==> config.mk <==
export PLATFORM = sky130hd
export DESIGN_NAME = decode_stage
export DESIGN_NICKNAME = d
export VERILOG_FILES = /design/src/rtl/riscv.sv /design/src/rtl/decode_stage.sv
export SDC_FILE = /design/constraint.sdc
export NUM_CORES = 1
export LEC_CHECK = 0
export BUFFER_PORTS_ARGS = -buffer_cell sky130_fd_sc_hd__buf_2
export CAP_MARGIN = 20
export CORE_ASPECT_RATIO = 0.6
export CORE_MARGIN = 4
export CORE_UTILIZATION = 48
export DETAILED_ROUTE_END_ITERATION = 7
export PLACE_DENSITY = 0.77
export SLEW_MARGIN = 20
export SYNTH_ARGS = -nofsm -noshare
export SYNTH_HDL_FRONTEND = slang
export SYNTH_SLANG_ARGS = --single-unit
==> constraint.sdc <==
create_clock -name clk -period 2.6 [get_ports clk]
set_clock_uncertainty 0.1 [all_clocks]
set_input_delay 0.13 -clock clk [delete_from_list [all_inputs] [get_ports clk]]
set_output_delay 0.13 -clock clk [all_outputs]
set_load 0.005 [all_outputs]
==> src/rtl/riscv.sv <==
// Shared RV32IM decode types: opcodes, control word fields and the NOP control word.
package riscv;

  localparam logic [6:0] OPC_LOAD     = 7'b0000011;
  localparam logic [6:0] OPC_MISC_MEM = 7'b0001111;
  localparam logic [6:0] OPC_OP_IMM   = 7'b0010011;
  localparam logic [6:0] OPC_AUIPC    = 7'b0010111;
  localparam logic [6:0] OPC_STORE    = 7'b0100011;
  localparam logic [6:0] OPC_OP       = 7'b0110011;
  localparam logic [6:0] OPC_LUI      = 7'b0110111;
  localparam logic [6:0] OPC_BRANCH   = 7'b1100011;
  localparam logic [6:0] OPC_JALR     = 7'b1100111;
  localparam logic [6:0] OPC_JAL      = 7'b1101111;
  localparam logic [6:0] OPC_SYSTEM   = 7'b1110011;

  typedef enum logic [4:0] {
    ALU_ADD, ALU_SUB, ALU_SLL, ALU_SLT, ALU_SLTU, ALU_XOR, ALU_SRL, ALU_SRA, ALU_OR, ALU_AND,
    ALU_MUL, ALU_MULH, ALU_MULHSU, ALU_MULHU, ALU_DIV, ALU_DIVU, ALU_REM, ALU_REMU
  } alu_op_e;

  typedef enum logic [1:0] {OP1_RS1, OP1_PC, OP1_ZERO} op1_sel_e;

  // OP2_FOUR gives the link value pc+4 for JAL/JALR.
  typedef enum logic [2:0] {OP2_RS2, OP2_I_IMM, OP2_S_IMM, OP2_U_IMM, OP2_FOUR} op2_sel_e;

  typedef enum logic [3:0] {
    MEM_NONE, MEM_LB, MEM_LH, MEM_LW, MEM_LBU, MEM_LHU, MEM_SB, MEM_SH, MEM_SW
  } mem_op_e;

  typedef enum logic [3:0] {
    JMP_NONE, JMP_JAL, JMP_JALR, JMP_BEQ, JMP_BNE, JMP_BLT, JMP_BGE, JMP_BLTU, JMP_BGEU
  } jmp_op_e;

  typedef struct packed {
    logic     reg_en;
    alu_op_e  alu_op;
    op1_sel_e op1_sel;
    op2_sel_e op2_sel;
    mem_op_e  mem_op;
    jmp_op_e  jmp_op;
  } ctrl_t;

  localparam int unsigned CTRL_W = $bits(ctrl_t);

  localparam ctrl_t CTRL_NOP = '{
    reg_en:  1'b0,
    alu_op:  ALU_ADD,
    op1_sel: OP1_RS1,
    op2_sel: OP2_RS2,
    mem_op:  MEM_NONE,
    jmp_op:  JMP_NONE
  };

  function automatic logic is_load(input mem_op_e m);
    return m inside {MEM_LB, MEM_LH, MEM_LW, MEM_LBU, MEM_LHU};
  endfunction

endpackage

==> src/rtl/decode_stage.sv <==
// ID/EX pipeline register: decodes RV32I (+ optional RV32M) with strict funct7 checks,
// valid/ready on both sides, load-use interlock, flush and a saturating illegal counter.
module decode_stage
  import riscv::*;
#(
  parameter bit          ENABLE_M           = 1'b1,
  parameter bit          LOAD_USE_INTERLOCK = 1'b1,
  parameter int unsigned ILL_CNT_W          = 8
) (
  input  logic                 clk,
  input  logic                 reset,
  input  logic                 flush,
  input  logic                 in_valid,
  output logic                 in_ready,
  input  logic [31:0]          in_inst,
  input  logic [31:0]          in_pc,
  output logic                 out_valid,
  input  logic                 out_ready,
  output logic [CTRL_W-1:0]    out_ctrl,
  output logic                 out_muldiv,
  output logic [4:0]           out_rd,
  output logic [4:0]           out_rs1,
  output logic [4:0]           out_rs2,
  output logic [31:0]          out_pc,
  output logic [31:0]          out_inst,
  output logic                 out_illegal,
  output logic [ILL_CNT_W-1:0] ill_count
);

  logic [6:0] opcode;
  logic [2:0] funct3;
  logic [6:0] funct7;
  logic [4:0] rd, rs1, rs2;

  assign opcode = in_inst[6:0];
  assign rd     = in_inst[11:7];
  assign funct3 = in_inst[14:12];
  assign rs1    = in_inst[19:15];
  assign rs2    = in_inst[24:20];
  assign funct7 = in_inst[31:25];

  ctrl_t dec_ctrl;
  logic  dec_illegal, dec_muldiv, uses_rs1, uses_rs2;

  ctrl_t                ctrl_q;
  logic                 valid_q, illegal_q, muldiv_q;
  logic [4:0]           rd_q, rs1_q, rs2_q;
  logic [31:0]          pc_q, inst_q;
  logic [ILL_CNT_W-1:0] ill_cnt_q;

  logic load_en, hazard, accept;

  // Decode the presented instruction; any illegal encoding collapses to the NOP control word.
  always_comb begin
    dec_ctrl    = CTRL_NOP;
    dec_illegal = 1'b0;
    dec_muldiv  = 1'b0;
    uses_rs1    = 1'b0;
    uses_rs2    = 1'b0;
    case (opcode)
      OPC_LUI: begin
        dec_ctrl.reg_en  = 1'b1;
        dec_ctrl.op1_sel = OP1_ZERO;
        dec_ctrl.op2_sel = OP2_U_IMM;
      end
      OPC_AUIPC: begin
        dec_ctrl.reg_en  = 1'b1;
        dec_ctrl.op1_sel = OP1_PC;
        dec_ctrl.op2_sel = OP2_U_IMM;
      end
      OPC_JAL: begin
        dec_ctrl.reg_en  = 1'b1;
        dec_ctrl.op1_sel = OP1_PC;
        dec_ctrl.op2_sel = OP2_FOUR;
        dec_ctrl.jmp_op  = JMP_JAL;
      end
      OPC_JALR: begin
        uses_rs1         = 1'b1;
        dec_ctrl.reg_en  = 1'b1;
        dec_ctrl.op1_sel = OP1_PC;
        dec_ctrl.op2_sel = OP2_FOUR;
        dec_ctrl.jmp_op  = JMP_JALR;
        dec_illegal      = (funct3 != 3'b000);
      end
      OPC_BRANCH: begin
        uses_rs1 = 1'b1;
        uses_rs2 = 1'b1;
        case (funct3)
          3'b000:  dec_ctrl.jmp_op = JMP_BEQ;
          3'b001:  dec_ctrl.jmp_op = JMP_BNE;
          3'b100:  dec_ctrl.jmp_op = JMP_BLT;
          3'b101:  dec_ctrl.jmp_op = JMP_BGE;
          3'b110:  dec_ctrl.jmp_op = JMP_BLTU;
          3'b111:  dec_ctrl.jmp_op = JMP_BGEU;
          default: dec_illegal     = 1'b1;
        endcase
      end
      OPC_LOAD: begin
        uses_rs1         = 1'b1;
        dec_ctrl.reg_en  = 1'b1;
        dec_ctrl.op2_sel = OP2_I_IMM;
        case (funct3)
          3'b000:  dec_ctrl.mem_op = MEM_LB;
          3'b001:  dec_ctrl.mem_op = MEM_LH;
          3'b010:  dec_ctrl.mem_op = MEM_LW;
          3'b100:  dec_ctrl.mem_op = MEM_LBU;
          3'b101:  dec_ctrl.mem_op = MEM_LHU;
          default: dec_illegal     = 1'b1;
        endcase
      end
      OPC_STORE: begin
        uses_rs1         = 1'b1;
        uses_rs2         = 1'b1;
        dec_ctrl.op2_sel = OP2_S_IMM;
        case (funct3)
          3'b000:  dec_ctrl.mem_op = MEM_SB;
          3'b001:  dec_ctrl.mem_op = MEM_SH;
          3'b010:  dec_ctrl.mem_op = MEM_SW;
          default: dec_illegal     = 1'b1;
        endcase
      end
      OPC_OP_IMM: begin
        uses_rs1         = 1'b1;
        dec_ctrl.reg_en  = 1'b1;
        dec_ctrl.op2_sel = OP2_I_IMM;
        case (funct3)
          3'b000: dec_ctrl.alu_op = ALU_ADD;
          3'b010: dec_ctrl.alu_op = ALU_SLT;
          3'b011: dec_ctrl.alu_op = ALU_SLTU;
          3'b100: dec_ctrl.alu_op = ALU_XOR;
          3'b110: dec_ctrl.alu_op = ALU_OR;
          3'b111: dec_ctrl.alu_op = ALU_AND;
          3'b001: begin
            dec_ctrl.alu_op = ALU_SLL;
            dec_illegal     = (funct7 != 7'b0000000);
          end
          default: begin
            if (funct7 == 7'b0000000)      dec_ctrl.alu_op = ALU_SRL;
            else if (funct7 == 7'b0100000) dec_ctrl.alu_op = ALU_SRA;
            else                           dec_illegal     = 1'b1;
          end
        endcase
      end
      OPC_OP: begin
        uses_rs1        = 1'b1;
        uses_rs2        = 1'b1;
        dec_ctrl.reg_en = 1'b1;
        if (funct7 == 7'b0000000) begin
          case (funct3)
            3'b000:  dec_ctrl.alu_op = ALU_ADD;
            3'b001:  dec_ctrl.alu_op = ALU_SLL;
            3'b010:  dec_ctrl.alu_op = ALU_SLT;
            3'b011:  dec_ctrl.alu_op = ALU_SLTU;
            3'b100:  dec_ctrl.alu_op = ALU_XOR;
            3'b101:  dec_ctrl.alu_op = ALU_SRL;
            3'b110:  dec_ctrl.alu_op = ALU_OR;
            default: dec_ctrl.alu_op = ALU_AND;
          endcase
        end else if (funct7 == 7'b0100000) begin
          case (funct3)
            3'b000:  dec_ctrl.alu_op = ALU_SUB;
            3'b101:  dec_ctrl.alu_op = ALU_SRA;
            default: dec_illegal     = 1'b1;
          endcase
        end else if (ENABLE_M && funct7 == 7'b0000001) begin
          dec_muldiv = 1'b1;
          case (funct3)
            3'b000:  dec_ctrl.alu_op = ALU_MUL;
            3'b001:  dec_ctrl.alu_op = ALU_MULH;
            3'b010:  dec_ctrl.alu_op = ALU_MULHSU;
            3'b011:  dec_ctrl.alu_op = ALU_MULHU;
            3'b100:  dec_ctrl.alu_op = ALU_DIV;
            3'b101:  dec_ctrl.alu_op = ALU_DIVU;
            3'b110:  dec_ctrl.alu_op = ALU_REM;
            default: dec_ctrl.alu_op = ALU_REMU;
          endcase
        end else begin
          dec_illegal = 1'b1;
        end
      end
      // FENCE and SYSTEM carry no datapath work in this pipeline; pass them as legal NOPs.
      OPC_MISC_MEM, OPC_SYSTEM: dec_ctrl = CTRL_NOP;
      default: dec_illegal = 1'b1;
    endcase
    if (dec_illegal) begin
      dec_ctrl   = CTRL_NOP;
      dec_muldiv = 1'b0;
    end
  end

  // Load-use hazard against the instruction currently held in the output register.
  always_comb begin
    hazard = LOAD_USE_INTERLOCK && valid_q && is_load(ctrl_q.mem_op) && (rd_q != 5'd0) &&
             ((uses_rs1 && (rs1 == rd_q)) || (uses_rs2 && (rs2 == rd_q)));
    load_en  = !valid_q || out_ready;
    in_ready = load_en && !hazard;
    accept   = in_valid && in_ready;
  end

  // Output register: reset > flush > accept/bubble/hold.
  always_ff @(posedge clk) begin
    if (reset) begin
      valid_q   <= 1'b0;
      ctrl_q    <= CTRL_NOP;
      illegal_q <= 1'b0;
      muldiv_q  <= 1'b0;
      rd_q      <= '0;
      rs1_q     <= '0;
      rs2_q     <= '0;
      pc_q      <= '0;
      inst_q    <= '0;
      ill_cnt_q <= '0;
    end else if (flush) begin
      // The instruction accepted this cycle is dropped and not counted.
      valid_q   <= 1'b0;
      ctrl_q    <= CTRL_NOP;
      illegal_q <= 1'b0;
      muldiv_q  <= 1'b0;
    end else if (load_en) begin
      if (accept) begin
        valid_q   <= 1'b1;
        ctrl_q    <= dec_ctrl;
        illegal_q <= dec_illegal;
        muldiv_q  <= dec_muldiv;
        rd_q      <= rd;
        rs1_q     <= rs1;
        rs2_q     <= rs2;
        pc_q      <= in_pc;
        inst_q    <= in_inst;
        if (dec_illegal && (ill_cnt_q != {ILL_CNT_W{1'b1}})) begin
          ill_cnt_q <= ill_cnt_q + 1'b1;
        end
      end else begin
        valid_q   <= 1'b0;
        ctrl_q    <= CTRL_NOP;
        illegal_q <= 1'b0;
        muldiv_q  <= 1'b0;
      end
    end
  end

  assign out_valid   = valid_q;
  assign out_ctrl    = ctrl_q;
  assign out_illegal = illegal_q;
  assign out_muldiv  = muldiv_q;
  assign out_rd      = rd_q;
  assign out_rs1     = rs1_q;
  assign out_rs2     = rs2_q;
  assign out_pc      = pc_q;
  assign out_inst    = inst_q;
  assign ill_count   = ill_cnt_q;

endmodule
# == Word-level counts from Yosys, hierarchy flattened ==
# Cells that the tools add are included.
# classes
addsub,1
n_mul,0
div,0
magnitude_cmp,0
n_eq_ne,28
shifts,0
n_mux,41
bitwise_logic,1
n_reduce_logical,34
# ops
op,count
4-bit case mux with 7 select lines,2
19-bit 2-to-1 mux,2
5-bit case mux with 7 select lines,1
"7-bit by 6-bit equality test with 1-bit output, second input constant",4
"7-bit equality test, second input constant",4
4-bit case mux with 3 select lines,2
4-bit case mux with 6 select lines,1
1-bit 2-to-1 mux,20
6-bit OR reduction,3
5-bit 2-to-1 mux,3
3-bit case mux with 5 select lines,1
"7-bit by 5-bit equality test with 1-bit output, second input constant",2
"3-bit equality test, second input constant",4
3-bit case mux with 4 select lines,1
5-bit equality test,2
5-bit case mux with 2 select lines,1
5-bit nonzero test,2
2-bit OR reduction,5
5-bit OR reduction,2
3-bit OR reduction,3
"8-bit by 1-bit adder with 8-bit output, second input constant",1
"4-bit by 2-bit equality test with 1-bit output, second input constant",2
"4-bit by 3-bit equality test with 1-bit output, second input constant",2
1-bit logical AND,8
other kinds (23),27
# totals
register_bits,109
latch_bits,0
ram_bits,0
mem_bits_ro,0
inputBits,69
n_memories,0

# == Longest topological paths before layout ==
# depth
word_depth,10
mapped_depth,9
depth_no_buf,7

# == Worst setup path after synthesis ==
# OpenSTA, ideal clock, no wires.
# synth_timing
kind,reg2reg
startpoint,reg rd_q[1] (netlist: out_rd[1])
endpoint,reg inst_q[13] (netlist: out_inst[13])
arrival_ps,1978
t_required_ps,2372
slack_ps,395
stages_incl_launch_ff,9
n_path_buf,2
path_cell_list,dfxtp_1 -> or4_1 -> nor2_1 -> nor4bb_1 -> a211oi_2 -> buf_2 -> buf_4 -> mux2i_1 -> nor2_1
# synth_between
elab_chain_cells,8
word_cells_on_any_way,12
cone_classes,2 x eq/ne; 10 x reduce/logical
# synth_rtl
element,line,source
from (decl),decode_stage.sv:47,"logic [4:0] rd_q, rs1_q, rs2_q;"
from (signal assigned),decode_stage.sv:225,rd_q <= rd;
5-bit equality test,decode_stage.sv:194,((uses_rs1 && (rs1 == rd_q)) || (uses_rs2 && (rs2 == rd_q)));
1-bit logical AND,decode_stage.sv:194,
1-bit logical OR,decode_stage.sv:194,
1-bit logical AND (*),decode_stage.sv:193,hazard = LOAD_USE_INTERLOCK && valid_q && is_load(ctrl_q.mem_op) && (rd_q != 5'd0) &&
1-bit zero test (*),decode_stage.sv:196,in_ready = load_en && !hazard;
1-bit logical AND (*),decode_stage.sv:196,
1-bit logical AND (*),decode_stage.sv:197,accept = in_valid && in_ready;
3-bit AND reduction (no source line) (*),-,
to (signal assigned),decode_stage.sv:229,inst_q <= in_inst;
to (decl),decode_stage.sv:48,"logic [31:0] pc_q, inst_q;"
# Every way passes the cells marked *; elsewhere a longest branch is shown, timed or not.
# A chain may end at the register's enable or synchronous reset.

# == Final worst setup path ==
# layout_timing
startpoint,in in_inst[1]
endpoint,reg ill_cnt_q[4] (netlist: ill_count[4])
# layout_between
elab_chain_cells,10
word_cells_on_any_way,26
cone_classes,11 x eq/ne; 3 x mux; 12 x reduce/logical
# layout_rtl
element,line,source
from (decl),decode_stage.sv:15,"input logic [31:0] in_inst,"
"7-bit by 6-bit equality test with 1-bit output, or another cell as far along",decode_stage.sv:60,case (opcode)
6-bit OR reduction (no source line) / 3-bit OR reduction (equally long branches),-,
1-bit 2-to-1 mux,decode_stage.sv:60,
1-bit logical AND,decode_stage.sv:194,
1-bit logical OR,decode_stage.sv:194,
1-bit logical AND,decode_stage.sv:193,
1-bit zero test,decode_stage.sv:196,
1-bit logical AND,decode_stage.sv:196,
1-bit logical AND,decode_stage.sv:197,
4-bit AND reduction (no source line) (*),-,
to (signal assigned),decode_stage.sv:231,ill_cnt_q <= ill_cnt_q + 1'b1;
to (decl),decode_stage.sv:49,logic [ILL_CNT_W-1:0] ill_cnt_q;
# Marks and branches as above.

==> impl_metrics.yaml <==
sta:
  relSlewSlack: 0.511
  finalCritPeriodShare: 0.980
  max_freq_mhz: 392
  setup-tns-final_ns: 0
  drv_slew: 0
  rsz0062_at_grt: "no"
  finalSetupViolCount: 0
  period_minus_slack_ns: 2.55
  worst_pin_slew_ns: 0.733
  fin_hold_ws_ns: 0.00963
  finalHoldViolations: 0
floorplan:
  rows: 26
  core_um2: 8620
  start_util: 0.499
  die_w_um: 130
  die_h_um: 81.3
  io_pins: 179
  dieArea_um2: 10600
power_and_ir_drop:
  comb_power_share: 0.157
  p_int_w: 0.00238
  p_clk_frac: 0.368
  powerDensity_nw_per_um2: 534
  ir_worst_vdd_uv: 474
  power_frac_seq: 0.475
  leakage_nw: 2.77
  switching_share: 0.258
  switching_power_w: 0.000829
  total_power_w: 0.00321
setup_path:
  crit_path_end_kind: "flop"
  cpPeakStageDelay_ns: 0.52
  r2r-end: "ill_count[4]"
  arrival_ns: 2.70
  timing.rr.start: "out_rd[1]"
  critPathTopFamily: "compound AO/OA/AOI/OAI gates"
  path_buf_inv: 2
  crit_type: "in2reg"
  critPathLaunchType: "primary input"
  reg2regPathDepth: 7
  reg2reg_slack_ns: 0.12
  cp_max_fo: 14
  crit_required_ns: 2.75
  path_cells: "dlygate4sd3_1, buf_2, and4bb_2, nand2_2, o41ai_4, o211ai_2, or3_1, a21oi_1"
  cp_slowest_cell: "dlygate4sd3_1"
clock_network:
  cts_buffers: 9
  clockBufferDepth: 2
  htreeDepth: 3
  cts_sinks: 94
  clockRootBuffer: "clkbuf_16"
  cts_tree: "done"
  insertion_delay_ns: 0.34
  clk_pin_slew_ns: 0.07
  post_cts_buffers: 0
synthesis:
  synth-edff-count: 0
  synthFlopType: "dfxtp_1"
  synthCells: 479
  ys_types: 52
  yosysSeqAreaShare: 0.437
  yosys_register_bits: 94
  synth_area_leaders: "dfxtp_1 44%, mux2i_1 15%, nor2_1 7.7%"
  yosys.area.top_type: "dfxtp_1"
  syn-num-nets: 549
  async_reset_ff_frac: 0
  syn-cell-area_um2: 4300
  syn_avg_cell_area_um2: 8.98
  synth_top_area_frac: 0.437
  yosysWarningCount: 0
final_layout:
  fillers: 664
  antenna_cells: 0
  fin_util: 0.698
  synthToLayoutAreaGrowth_pct: 39.9
  final_common_cell: "buf_2"
  layout.nets: 764
  mostFrequentLayoutCells: "178 x buf_2, 94 x dfxtp_1, 88 x nor2_1"
  drive_gt1_frac: 0.311
outcome:
  outcome: "finished, final reports clean"
drt:
  num_vias: 4389
  drt_wl_total_mm: 14.0
  drc_errors: 0
  dr.pass1.iters: 5
  vias_per_cell: 5.42
  ant_nets: 0
  drtIter0Drc: 503
  wl_per_cell_um: 17.2
grt:
  track_usage: 0.267
  grt_antenna_before_repair: 0
  grt-ovfl-total: 0
  grt_max_degree: 73
  grt_pass1_vias: 4199
  grt_pass1_wl_mm: 22.0
place:
  portBuffers: 178
  hpwl_mm: 9.53
  gp_congestion: 0.876
flow_run:
  maxCapViolCount: 0
hold_path:
  worst_hold_path.endpoint: "out_inst[19]"
  min_path_type: "in2reg"
  hold_depth: 3
  min-delay-start: "in_inst[19]"
[metrics by stage]
step | worst slack (ns) | cell area [µm²] | cells
floorplan | 0.395 | 4300 | 479
global placement | 0.236 | 5240 | 743
detailed placement | 0.135 | 5240 | 743
CTS | 0.0957 | 6020 | 810
global route | 0.00504 | 6020 | 810
finish | 0.0507 | 6020 | 810
[cells in the mapped netlist (all sizes together), types with 2 or more instances]
library cell and number:
or2 3, or3 6, nor4 2, buf 25
or4 2, nand2 25, dfxtp 94, xor2 3
nor3 7, o21ai 26, mux2i 65, nor2b 6
clkbuf 20, inv 6, and3 3, o22ai 4
a31oi 2, o41ai 2, nor2 88, a211o 2
xnor2 10, and2 2, nand4 4, a32o 7
nand3 12, a22o 3, o2bb2ai 2, a21o 2
nand4b 2, nand2b 7, a21oi 23, o31ai 2
[cell type report]
type,instances,area (µm²),area share
clock buffers,12,236,0.0393
clock inverters,3,22.5,0.00374
inverters,6,22.5,0.00374
multi-input cells,334,2150,0.357
flip-flops and latches,94,1880,0.313
well taps,112,140,0.0233
repair buffers,249,1570,0.260
[registers in the layout (all words and copies together) (netlist names)]
name and count:
out_rs2 4, out_ctrl 19, out_valid 1, out_rs1 4, out_illegal 1, out_muldiv 1, out_pc 32, out_inst 20
out_rd 4, ill_count 8
[worst min-delay path, cell delays in order]
cell and delay, ns:
buf_2 0.13, mux2i_1 0.08, nor2_1 0.07
[power by group through the flow]
| stage | Clock (W) | Combinational [W] | Sequential, W |
|---|---|---|---|
| floorplan | 0 | 0.000249 | 0.00156 |
| finish | 0.00118 | 0.000503 | 0.00153 |
| detailed placement | 0 | 0.000432 | 0.00156 |
| global route | 0.00128 | 0.000552 | 0.00153 |
| CTS | 0.00120 | 0.000494 | 0.00152 |
| global placement | 0 | 0.000423 | 0.00155 |
[layer usage]
metal / vias to the layer above / global-route usage / part of all wire
li1: 2084 / - / -
met4: 0 / 0.0726 / 0.013
met3: 17 / 0.0834 / 0.12
met5: - / 0 / 0
met1: 2039 / 0.360 / 0.43
met2: 249 / 0.414 / 0.44
[cell families after synthesis]
logic type	count (synthesis)	synth area share
XOR/XNOR	13	0.0265
AND/OR/NAND/NOR	172	0.185
adder cells (fa/ha/maj)	1	0.00291
multiplexers	65	0.151
flip-flops	94	0.437
AO/OA/AOI/OAI	83	0.132
buffers and inverters	51	0.0652
[how the worst max path moves through the flow]
stage | from | cells after the start | endpoint
after floorplan | out_rd[1] | 8 | out_inst[13]
after global placement | out_rd[1] | 7 | ill_count[3]
after detailed placement | out_rd[1] | 7 | ill_count[4]
after CTS | in_inst[1] | 8 | ill_count[4]
after global routing | in_inst[1] | 8 | ill_count[6]
final | in_inst[1] | 8 | ill_count[4]
[timing repair]
item,4_1_cts,5_1_grt
hold endpoints to repair,52,0
resized for setup,0,0
hold buffers,52,0
Power figures use the tool's default switching activity.
